==> src/rtl/fadd_issue_collector_if.sv <==
// rtl/fadd_issue_collector_if.sv - request, adder-side and result signals of the float-add issue collector
interface fadd_issue_collector_if #(
   parameter int TAG_W = 4
);
   logic             in_valid;
   logic             in_ready;
   logic [31:0]      in_a;
   logic [31:0]      in_b;
   logic             in_sub;
   logic [1:0]       in_rm;
   logic [TAG_W-1:0] in_tag;
   logic [31:0]      fa_a;
   logic [31:0]      fa_b;
   logic             fa_sub;
   logic [1:0]       fa_rm;
   logic             fa_e;
   logic [31:0]      fa_s;
   logic             out_valid;
   logic             out_ready;
   logic [31:0]      out_s;
   logic [TAG_W-1:0] out_tag;
   logic [3:0]       out_flags;
   logic             busy;

   modport slave (
      input  in_valid, in_a, in_b, in_sub, in_rm, in_tag, fa_s, out_ready,
      output in_ready, fa_a, fa_b, fa_sub, fa_rm, fa_e, out_valid, out_s, out_tag, out_flags, busy
   );

   modport master (
      output in_valid, in_a, in_b, in_sub, in_rm, in_tag, fa_s, out_ready,
      input  in_ready, fa_a, fa_b, fa_sub, fa_rm, fa_e, out_valid, out_s, out_tag, out_flags, busy
   );
endinterface

==> src/rtl/fadd_issue_collector.sv <==
// rtl/fadd_issue_collector.sv - issue, in-flight tracking and ordered result FIFO around a fixed-latency float adder
module fadd_issue_collector #(
   parameter int LAT   = 3,
   parameter int DEPTH = 8,
   parameter int TAG_W = 4
) (
   input  logic                   clk,
   input  logic                   clr,
   fadd_issue_collector_if.slave  bus
);
   localparam int PW = (DEPTH > 1) ? $clog2(DEPTH) : 1;
   localparam int CW = $clog2(DEPTH + LAT + 1);
   localparam logic [CW-1:0] DEPTH_C = CW'(DEPTH);
   localparam logic [PW-1:0] LAST_P  = PW'(DEPTH - 1);

   logic [LAT-1:0]   r_trk_v;
   logic [TAG_W-1:0] r_trk_tag [LAT];

   logic [31:0]      r_mem_s     [DEPTH];
   logic [TAG_W-1:0] r_mem_tag   [DEPTH];
   logic [3:0]       r_mem_flags [DEPTH];
   logic [PW-1:0]    r_wr;
   logic [PW-1:0]    r_rd;
   logic [CW-1:0]    r_count;

   logic [CW-1:0]    w_inflight;
   logic             w_accept;
   logic             w_push;
   logic             w_pop;
   logic             w_out_valid;
   logic [3:0]       w_flags;

   function automatic logic [3:0] flags_of(input logic [31:0] s);
      logic e_ff;
      logic e_0;
      logic f_0;
      e_ff = &s[30:23];
      e_0  = ~|s[30:23];
      f_0  = ~|s[22:0];
      return {e_ff & ~f_0, e_ff & f_0, e_0 & f_0, e_0 & ~f_0};
   endfunction

   always_comb begin
      w_inflight = '0;
      for (int i = 0; i < LAT; i++) begin
         w_inflight = w_inflight + CW'(r_trk_v[i]);
      end
   end

   // Credits count both in-flight ops and queued results, so every accepted op owns a FIFO slot.
   assign bus.in_ready = ~clr & ((w_inflight + r_count) < DEPTH_C);
   assign w_accept     = bus.in_valid & bus.in_ready;

   assign bus.fa_a   = w_accept ? bus.in_a   : 32'h0;
   assign bus.fa_b   = w_accept ? bus.in_b   : 32'h0;
   assign bus.fa_sub = w_accept ? bus.in_sub : 1'b0;
   assign bus.fa_rm  = w_accept ? bus.in_rm  : 2'b00;
   assign bus.fa_e   = ~clr;

   always_ff @(posedge clk) begin
      if (clr) begin
         r_trk_v <= '0;
         for (int i = 0; i < LAT; i++) begin
            r_trk_tag[i] <= '0;
         end
      end else begin
         r_trk_v[0]   <= w_accept;
         r_trk_tag[0] <= bus.in_tag;
         for (int i = 1; i < LAT; i++) begin
            r_trk_v[i]   <= r_trk_v[i-1];
            r_trk_tag[i] <= r_trk_tag[i-1];
         end
      end
   end

   assign w_push      = r_trk_v[LAT-1];
   assign w_out_valid = (r_count != '0);
   assign w_pop       = w_out_valid & bus.out_ready;
   assign w_flags     = flags_of(bus.fa_s);

   // Storage is not reset; outputs are masked while empty instead.
   always_ff @(posedge clk) begin
      if (w_push) begin
         r_mem_s[r_wr]     <= bus.fa_s;
         r_mem_tag[r_wr]   <= r_trk_tag[LAT-1];
         r_mem_flags[r_wr] <= w_flags;
      end
   end

   always_ff @(posedge clk) begin
      if (clr) begin
         r_wr    <= '0;
         r_rd    <= '0;
         r_count <= '0;
      end else begin
         if (w_push) begin
            r_wr <= (r_wr == LAST_P) ? '0 : r_wr + 1'b1;
         end
         if (w_pop) begin
            r_rd <= (r_rd == LAST_P) ? '0 : r_rd + 1'b1;
         end
         if (w_push && !w_pop) begin
            r_count <= r_count + 1'b1;
         end else if (!w_push && w_pop) begin
            r_count <= r_count - 1'b1;
         end
      end
   end

   assign bus.out_valid = w_out_valid;
   assign bus.out_s     = w_out_valid ? r_mem_s[r_rd]     : 32'h0;
   assign bus.out_tag   = w_out_valid ? r_mem_tag[r_rd]   : '0;
   assign bus.out_flags = w_out_valid ? r_mem_flags[r_rd] : 4'h0;
   assign bus.busy      = (w_inflight != '0) | w_out_valid;
endmodule

==> src/flat_wrapper.sv <==
// flat-port wrapper written by rule: the top's interface ports become plain ports
module fadd_issue_collector_flat 
#(
   parameter int LAT   = 3,
   parameter int DEPTH = 8,
   parameter int TAG_W = 4
)
  (clk, clr, bus_in_valid, bus_in_a, bus_in_b, bus_in_sub, bus_in_rm, bus_in_tag, bus_fa_s, bus_out_ready, bus_in_ready, bus_fa_a, bus_fa_b, bus_fa_sub, bus_fa_rm, bus_fa_e, bus_out_valid, bus_out_s, bus_out_tag, bus_out_flags, bus_busy);
  fadd_issue_collector_if #(.TAG_W(TAG_W)) bus_i ();
  input  logic clk;
  input  logic clr;
  input wire logic [$bits(bus_i.in_valid)-1:0] bus_in_valid;
  input wire logic [$bits(bus_i.in_a)-1:0] bus_in_a;
  input wire logic [$bits(bus_i.in_b)-1:0] bus_in_b;
  input wire logic [$bits(bus_i.in_sub)-1:0] bus_in_sub;
  input wire logic [$bits(bus_i.in_rm)-1:0] bus_in_rm;
  input wire logic [$bits(bus_i.in_tag)-1:0] bus_in_tag;
  input wire logic [$bits(bus_i.fa_s)-1:0] bus_fa_s;
  input wire logic [$bits(bus_i.out_ready)-1:0] bus_out_ready;
  output wire logic [$bits(bus_i.in_ready)-1:0] bus_in_ready;
  output wire logic [$bits(bus_i.fa_a)-1:0] bus_fa_a;
  output wire logic [$bits(bus_i.fa_b)-1:0] bus_fa_b;
  output wire logic [$bits(bus_i.fa_sub)-1:0] bus_fa_sub;
  output wire logic [$bits(bus_i.fa_rm)-1:0] bus_fa_rm;
  output wire logic [$bits(bus_i.fa_e)-1:0] bus_fa_e;
  output wire logic [$bits(bus_i.out_valid)-1:0] bus_out_valid;
  output wire logic [$bits(bus_i.out_s)-1:0] bus_out_s;
  output wire logic [$bits(bus_i.out_tag)-1:0] bus_out_tag;
  output wire logic [$bits(bus_i.out_flags)-1:0] bus_out_flags;
  output wire logic [$bits(bus_i.busy)-1:0] bus_busy;
  assign bus_i.in_valid = bus_in_valid;
  assign bus_i.in_a = bus_in_a;
  assign bus_i.in_b = bus_in_b;
  assign bus_i.in_sub = bus_in_sub;
  assign bus_i.in_rm = bus_in_rm;
  assign bus_i.in_tag = bus_in_tag;
  assign bus_i.fa_s = bus_fa_s;
  assign bus_i.out_ready = bus_out_ready;
  assign bus_in_ready = bus_i.in_ready;
  assign bus_fa_a = bus_i.fa_a;
  assign bus_fa_b = bus_i.fa_b;
  assign bus_fa_sub = bus_i.fa_sub;
  assign bus_fa_rm = bus_i.fa_rm;
  assign bus_fa_e = bus_i.fa_e;
  assign bus_out_valid = bus_i.out_valid;
  assign bus_out_s = bus_i.out_s;
  assign bus_out_tag = bus_i.out_tag;
  assign bus_out_flags = bus_i.out_flags;
  assign bus_busy = bus_i.busy;
  fadd_issue_collector #(.LAT(LAT), .DEPTH(DEPTH), .TAG_W(TAG_W)) u_core (.clk(clk), .clr(clr), .bus(bus_i));
endmodule
==> config.mk <==
export PLATFORM = sky130hd
export DESIGN_NAME = fadd_issue_collector_flat
export DESIGN_NICKNAME = d
export VERILOG_FILES = /design/src/rtl/fadd_issue_collector_if.sv /design/src/rtl/fadd_issue_collector.sv /design/src/flat_wrapper.sv
export SDC_FILE = /design/constraint.sdc
export NUM_CORES = 1
export LEC_CHECK = 0
export BUFFER_PORTS_ARGS = -buffer_cell sky130_fd_sc_hd__buf_2
export CORE_MARGIN = 10
export CORE_UTILIZATION = 51
export DETAILED_ROUTE_END_ITERATION = 6
export GPL_TIMING_DRIVEN = 1
export PLACE_DENSITY_LB_ADDON = 0.12
export SLEW_MARGIN = 15
export SYNTH_ARGS = -nofsm -noshare
export SYNTH_HDL_FRONTEND = slang
export SYNTH_SLANG_ARGS = --single-unit
export TNS_END_PERCENT = 30
==> constraint.sdc <==
create_clock -name clk -period 4.2 [get_ports clk]
set_clock_uncertainty 0.2 [all_clocks]
set_input_delay 0.63 -clock clk [delete_from_list [all_inputs] [get_ports clk]]
set_output_delay 0.63 -clock clk [all_outputs]
set_load 0.05 [all_outputs]
* Yosys cells after proc, flatten, opt, wreduce, memory -nomap -nowiden *
Memories as Yosys holds them, arrays and structs flattened. A register that Yosys moved wholly into a read port is not among the register bits.
Index checks and enable logic that the tools add are counted.

operators by class
  reduce and logical (&&, ||, !) cells = 12
  bitwise gates (word level) = 12
  add/sub/neg operators = 7
  equality and inequality tests = 2
  mux-type cells = 25
  shift-type cells = 0
  div/mod/pow operators = 0
  magnitude comparators = 1
  $mul = 0

operator list
  cell                                                                 number
  32-bit 2-to-1 mux                                                    3
  4-bit 2-to-1 mux                                                     7
  3-bit 2-to-1 mux                                                     8
  23-bit OR reduction                                                  1
  8-bit AND reduction                                                  1
  4-bit nonzero test                                                   2
  8-bit OR reduction                                                   1
  1-bit AND                                                            7
  3-bit by 1-bit adder with 3-bit output (second input constant)       2
  3-bit equality test (second input constant)                          2
  1-bit 2-to-1 mux                                                     6
  4-bit by 1-bit adder with 4-bit output                               1
  4-bit by 1-bit adder with 4-bit output (second input constant)       1
  4-bit adder                                                          1
  1-bit zero test                                                      4
  4-bit less-than comparator (second input constant)                   1
  1-bit OR                                                             4
  4-bit by 1-bit subtractor with 4-bit output (second input constant)  1
  1-bit by 1-bit adder with 2-bit output                               1
  1-bit logical AND                                                    2
  2-bit 2-to-1 mux                                                     1
  2-bit nonzero test                                                   1
  1-bit NOT                                                            1

word-level totals
  flip-flop bits (word level) = 13
  logic and storage cells = 67
  output and inout port bits = 111
  bits in latches = 0
  bits in read-only memories = 0
  input bits = 107
  RAM bits = 332
  memories = 4

memory list
  name                depth  width  rd ports  clocked after memory_dff  write ports  line                        source
  u_core.r_mem_s      8      32     1         1                         1            fadd_issue_collector.sv:19  logic [31:0] r_mem_s [DEPTH];
  u_core.r_mem_flags  8      4      1         1                         1            fadd_issue_collector.sv:21  logic [3:0] r_mem_flags [DEPTH];
  u_core.r_mem_tag    8      4      1         1                         1            fadd_issue_collector.sv:20  logic [TAG_W-1:0] r_mem_tag [DEPTH];
  u_core.r_trk_tag    3      4      3         0                         3            fadd_issue_collector.sv:17  logic [TAG_W-1:0] r_trk_tag [LAT];

* Logic depth before layout (Yosys ltp) *
  depth after elaboration = 7
  mapped depth = 10
  depth with buffers taken out = 10

* Least setup slack after synthesis *
OpenSTA, ideal clock, no wires.

  kind = register -> register
  start = register u_core.r_trk_v[2]
  end = memory u_core.r_mem_flags[0][0] (enable)
  data arrival time = 3.489 ns
  slack = 0.024 ns
  required time = 3.513 ns
  cell stages (with the launch flop) = 4
  path through = dfxtp_1 -> clkbuf_1 -> nand2b_1 -> nor3_1

between the ends
  cells in the longest elaborated chain, start to end = 2

RTL lines
  what                                    line                        source
  start: declaration                      fadd_issue_collector.sv:16  logic [LAT-1:0] r_trk_v;
  start signal: indexed assignment        fadd_issue_collector.sv:70  r_trk_v[i] <= r_trk_v[i-1];
  1-bit 2-to-1 mux                        fadd_issue_collector.sv:83  if (w_push) begin
  1-bit 2-to-1 mux (implied by the code)  fadd_issue_collector.sv:86  r_mem_flags[r_wr] <= w_flags;
  end: declaration                        fadd_issue_collector.sv:21

Every way passes these cells.

* Final worst setup path *
  start = register u_core.r_trk_v[2]
  end = output port bus_fa_b[16]

between the ends
  cells in the longest elaborated chain, start to end = 6

RTL lines
  what                                    line                        source
  4-bit by 1-bit adder with 4-bit output  fadd_issue_collector.sv:46  w_inflight = w_inflight + CW'(r_trk_v[i]);
  4-bit adder                             fadd_issue_collector.sv:51  assign bus.in_ready = ~clr & ((w_inflight + r_count) < DEPTH_C);
  4-bit less-than comparator              fadd_issue_collector.sv:51
  1-bit AND                               fadd_issue_collector.sv:51
  1-bit AND                               fadd_issue_collector.sv:52  assign w_accept = bus.in_valid & bus.in_ready;
  32-bit 2-to-1 mux                       fadd_issue_collector.sv:55  assign bus.fa_b = w_accept ? bus.in_b : 32'h0;
  end: declaration                        flat_wrapper.sv:22          output wire logic [$bits(bus_i.fa_b)-1:0] bus_fa_b;

Every way passes these cells.

==> flow_summary.toml <==
[outcome]
run_status = "finished, final reports clean"

[worst_setup_path]
rr_endpoint = "u_core.r_count[3]"
reg2reg_depth = 10
rrSetupSlack_ps = 1350
cp_data_arrival_time_ps = 3120
critPathRequiredTime_ps = 3370
worst_setup_path_start_kind = "flip-flop"
endpoint_kind = "output port"
crit_start = "u_core.r_trk_v[2]"
worst-path-max-fanout = 68
criticalPathCategory = "flip-flop to output port"
reg2reg_from = "u_core.r_count[0]"
crit_path_end = "bus_fa_b[16]"

[yosys]
yosysWarnings = 0
seq_area_frac_synth = 0.736
synth.distinct_cells = 34
synthArstFlopShare = 0
synth_area_leader_cell = "edfxtp_1"
syn_area_mm2 = 0.0138
synth_nets = 837
synth_seq_cells = 348
yosysTopAreaCellShare = 0.696
synthesis.instances = 716
synth_edf_count = 320
synth-main-ff-cell = "edfxtp_1"
syn_avg_cell_area_um2 = 19.3
synth_area_leaders = "edfxtp_1 (70%), mux4_2 (13%), dfxtp_1 (4.1%), mux2i_1 (3.2%), and2_1 (3.0%)"

[global_routing]
grt_pass1_wl_um = 46900
grt-ovfl-total = 0
grt_use_total = 0.182
grt_max_degree = 69
antenna_found_initial = 2
grt_pass1_vias = 8099

[clock_network]
clockBufferDepth = 3
cts_root_buf = "clkbuf_16"
ctsHtreeMaxLevel = 2
cts_resized = 0
clock_latency_ps = 500
clkSinkCount = 348
cts_made_buffers = 36
postCtsSetupBuffers = 0
cts_tree = "yes"
hold_buffers = 0
clk_pin_slew_ps = 60

[job]
drv_cap = 0

[sta]
period_minus_slack_ps = 3950
worst_pin_slew_ps = 989
final_hold_viol_count = 0
final-setup-viol-count = 0
slew_violations = 0
rsz0062_at_grt = "false"
fmax_mhz = 253
slew_headroom = 0.334
period_share = 0.941
setup-tns-final_ps = 0

[power]
p_int_mw = 6.52
p_sw_frac = 0.343
p_leak_nw = 5.79
combPwrFrac = 0.308
power_density_mw_per_mm2 = 601
clkPwrFrac = 0.293
seq_power_share = 0.399
peakVddDrop_mv = 0.712
switchingPower_mw = 3.41

[worst_hold_path]
hold_depth = 2
hold_path_class = "input pin to flip-flop"

[floorplan]
die_x_um = 185
fp.dieH_um = 185
start_util = 0.515
dieArea_mm2 = 0.0341
rows = 60
coreArea_mm2 = 0.0268
io_pins = 218

[route]
postRouteAntennaNets = 0
route.detailed.drc = 0
drt-pass1-iter-count = 4
drtIter0Drc = 455
vias = 7319
drt_wl_total_um = 30800
vias_per_cell = 5.57
wire_per_inst_um = 23.4

[layout]
area_growth_pct = 19.7
stdcell_area_mm2 = 0.0165
nets = 1071
drive_above_1_share = 0.383

[placed_design]
placed_area_mm2 = 0.0154
dpl.hpwl_um = 19400
io_buffers = 217
globalplace.congestion = 0.823
registers in the layout (all words and copies together) (netlist names), named ones only:
register,flops
u_core.r_count,4
u_core.r_wr,3
u_core.r_trk_v,3
u_core.r_mem_flags,32
u_core.r_mem_s,256
u_core.r_mem_tag,32
u_core.r_rd,3
u_core.r_trk_tag,12
metal layers:
layer  part of all wire  GRT usage  wire length [µm]
met3              0.067     0.0457              2050
met1               0.40      0.224             12400
met4              0.017     0.0420               515
met2               0.51      0.314             15800
met5            0.00023          0                 7
cells in the final DEF, fill, tap and decap left out, drive strengths merged:
master,netlist,final
mux4,80,80
nand3b,1,1
nor4,9,9
and2,67,67
xor2,1,1
ha,12,12
nand3,4,4
nor2b,15,15
mux2i,45,45
nand4,3,3
edfxtp,320,320
fa,2,2
nor3,5,5
a211oi,1,1
nor2,58,58
xnor2,1,1
a31oi,1,1
clkbuf,24,48
or4,1,1
inv,3,3
or3,1,1
diode,0,1
a21oi,6,6
dfxtp,28,28
nand2,8,8
nand2b,3,3
clkinvlp,0,2
clkinv,0,9
buf,14,234
a31o,1,1
mux2,2,2
bufinv,0,2
cell families (layout without fill, tap and decap cells):
family          count (synthesis)  after routing  share of synthesized area
compound gates                  9              9                    0.00408
mux                           127            127                      0.165
simple gates                  175            175                     0.0671
fa+ha+maj                      14             14                     0.0138
xor+xnor                        2              2                    0.00127
other cells                     0              1                          0
buf+inv                        41            298                     0.0126
flops                         348            348                      0.736
Yosys cell counts (all sizes together), types with 8 or more instances:
cell type,instances
nand2,8
mux2i,45
buf,14
nor2b,15
nor2,58
ha,12
nor4,9
mux4,80
dfxtp,28
clkbuf,24
edfxtp,320
and2,67
final cells by class:
cell class	count	area, µm²
antenna	1	2.50
clock buffer	48	967
clock inverter	13	109
fill	1931	10300
inverter	3	11.3
multi-input combinational	327	3540
sequential	348	10200
tap	341	427
timing repair buffer	234	1290
worst min-delay path by stage:
stage,from,end,slack [ps]
global placement,u_core.r_trk_tag[0][0],u_core.r_trk_tag[0][4],220
finish,bus_in_tag[2],u_core.r_trk_tag[0][2],150
CTS,bus_in_tag[2],u_core.r_trk_tag[0][2],130
detailed placement,u_core.r_trk_tag[0][2],u_core.r_trk_tag[0][6],230
global route,bus_in_tag[0],u_core.r_trk_tag[0][0],160
floorplan,u_core.r_trk_tag[0][6],u_core.r_trk_tag[0][10],210
stage by stage:
| step | std cells | total power, mW | hold WS [ps] | util | setup slack [ps] |
|---|---|---|---|---|---|
| global route | 1314 | 10.4 | 159 | 0.617 | 42.0 |
| detailed placement | 1253 | 7.15 | 227 | 0.576 | 656 |
| floorplan | 716 | 6.32 | 214 | - | 23.6 |
| CTS | 1314 | 10.1 | 131 | 0.617 | 116 |
| finish | 1315 | 9.93 | 147 | 0.617 | 249 |
| global placement | 1253 | 7.11 | 223 | 0.576 | 775 |
power groups by stage:
stage	combinational, mW	sequential, mW	clock, mW
after floorplan	2.39	3.93	0
after global placement	3.08	4.03	0
after detailed placement	3.11	4.04	0
after CTS	3.12	3.97	2.98
after global routing	3.26	3.98	3.14
final	3.05	3.96	2.91
worst max-delay path: stages, from the launching register on:
cell     delay, ps
dfxtp_1        410
fa_1           420
ha_1           290
a31o_1         220
a21oi_2        230
mux2i_4        270
buf_6          300
and2_1         190
buf_2          270
(Power assumes the default switching activity.)
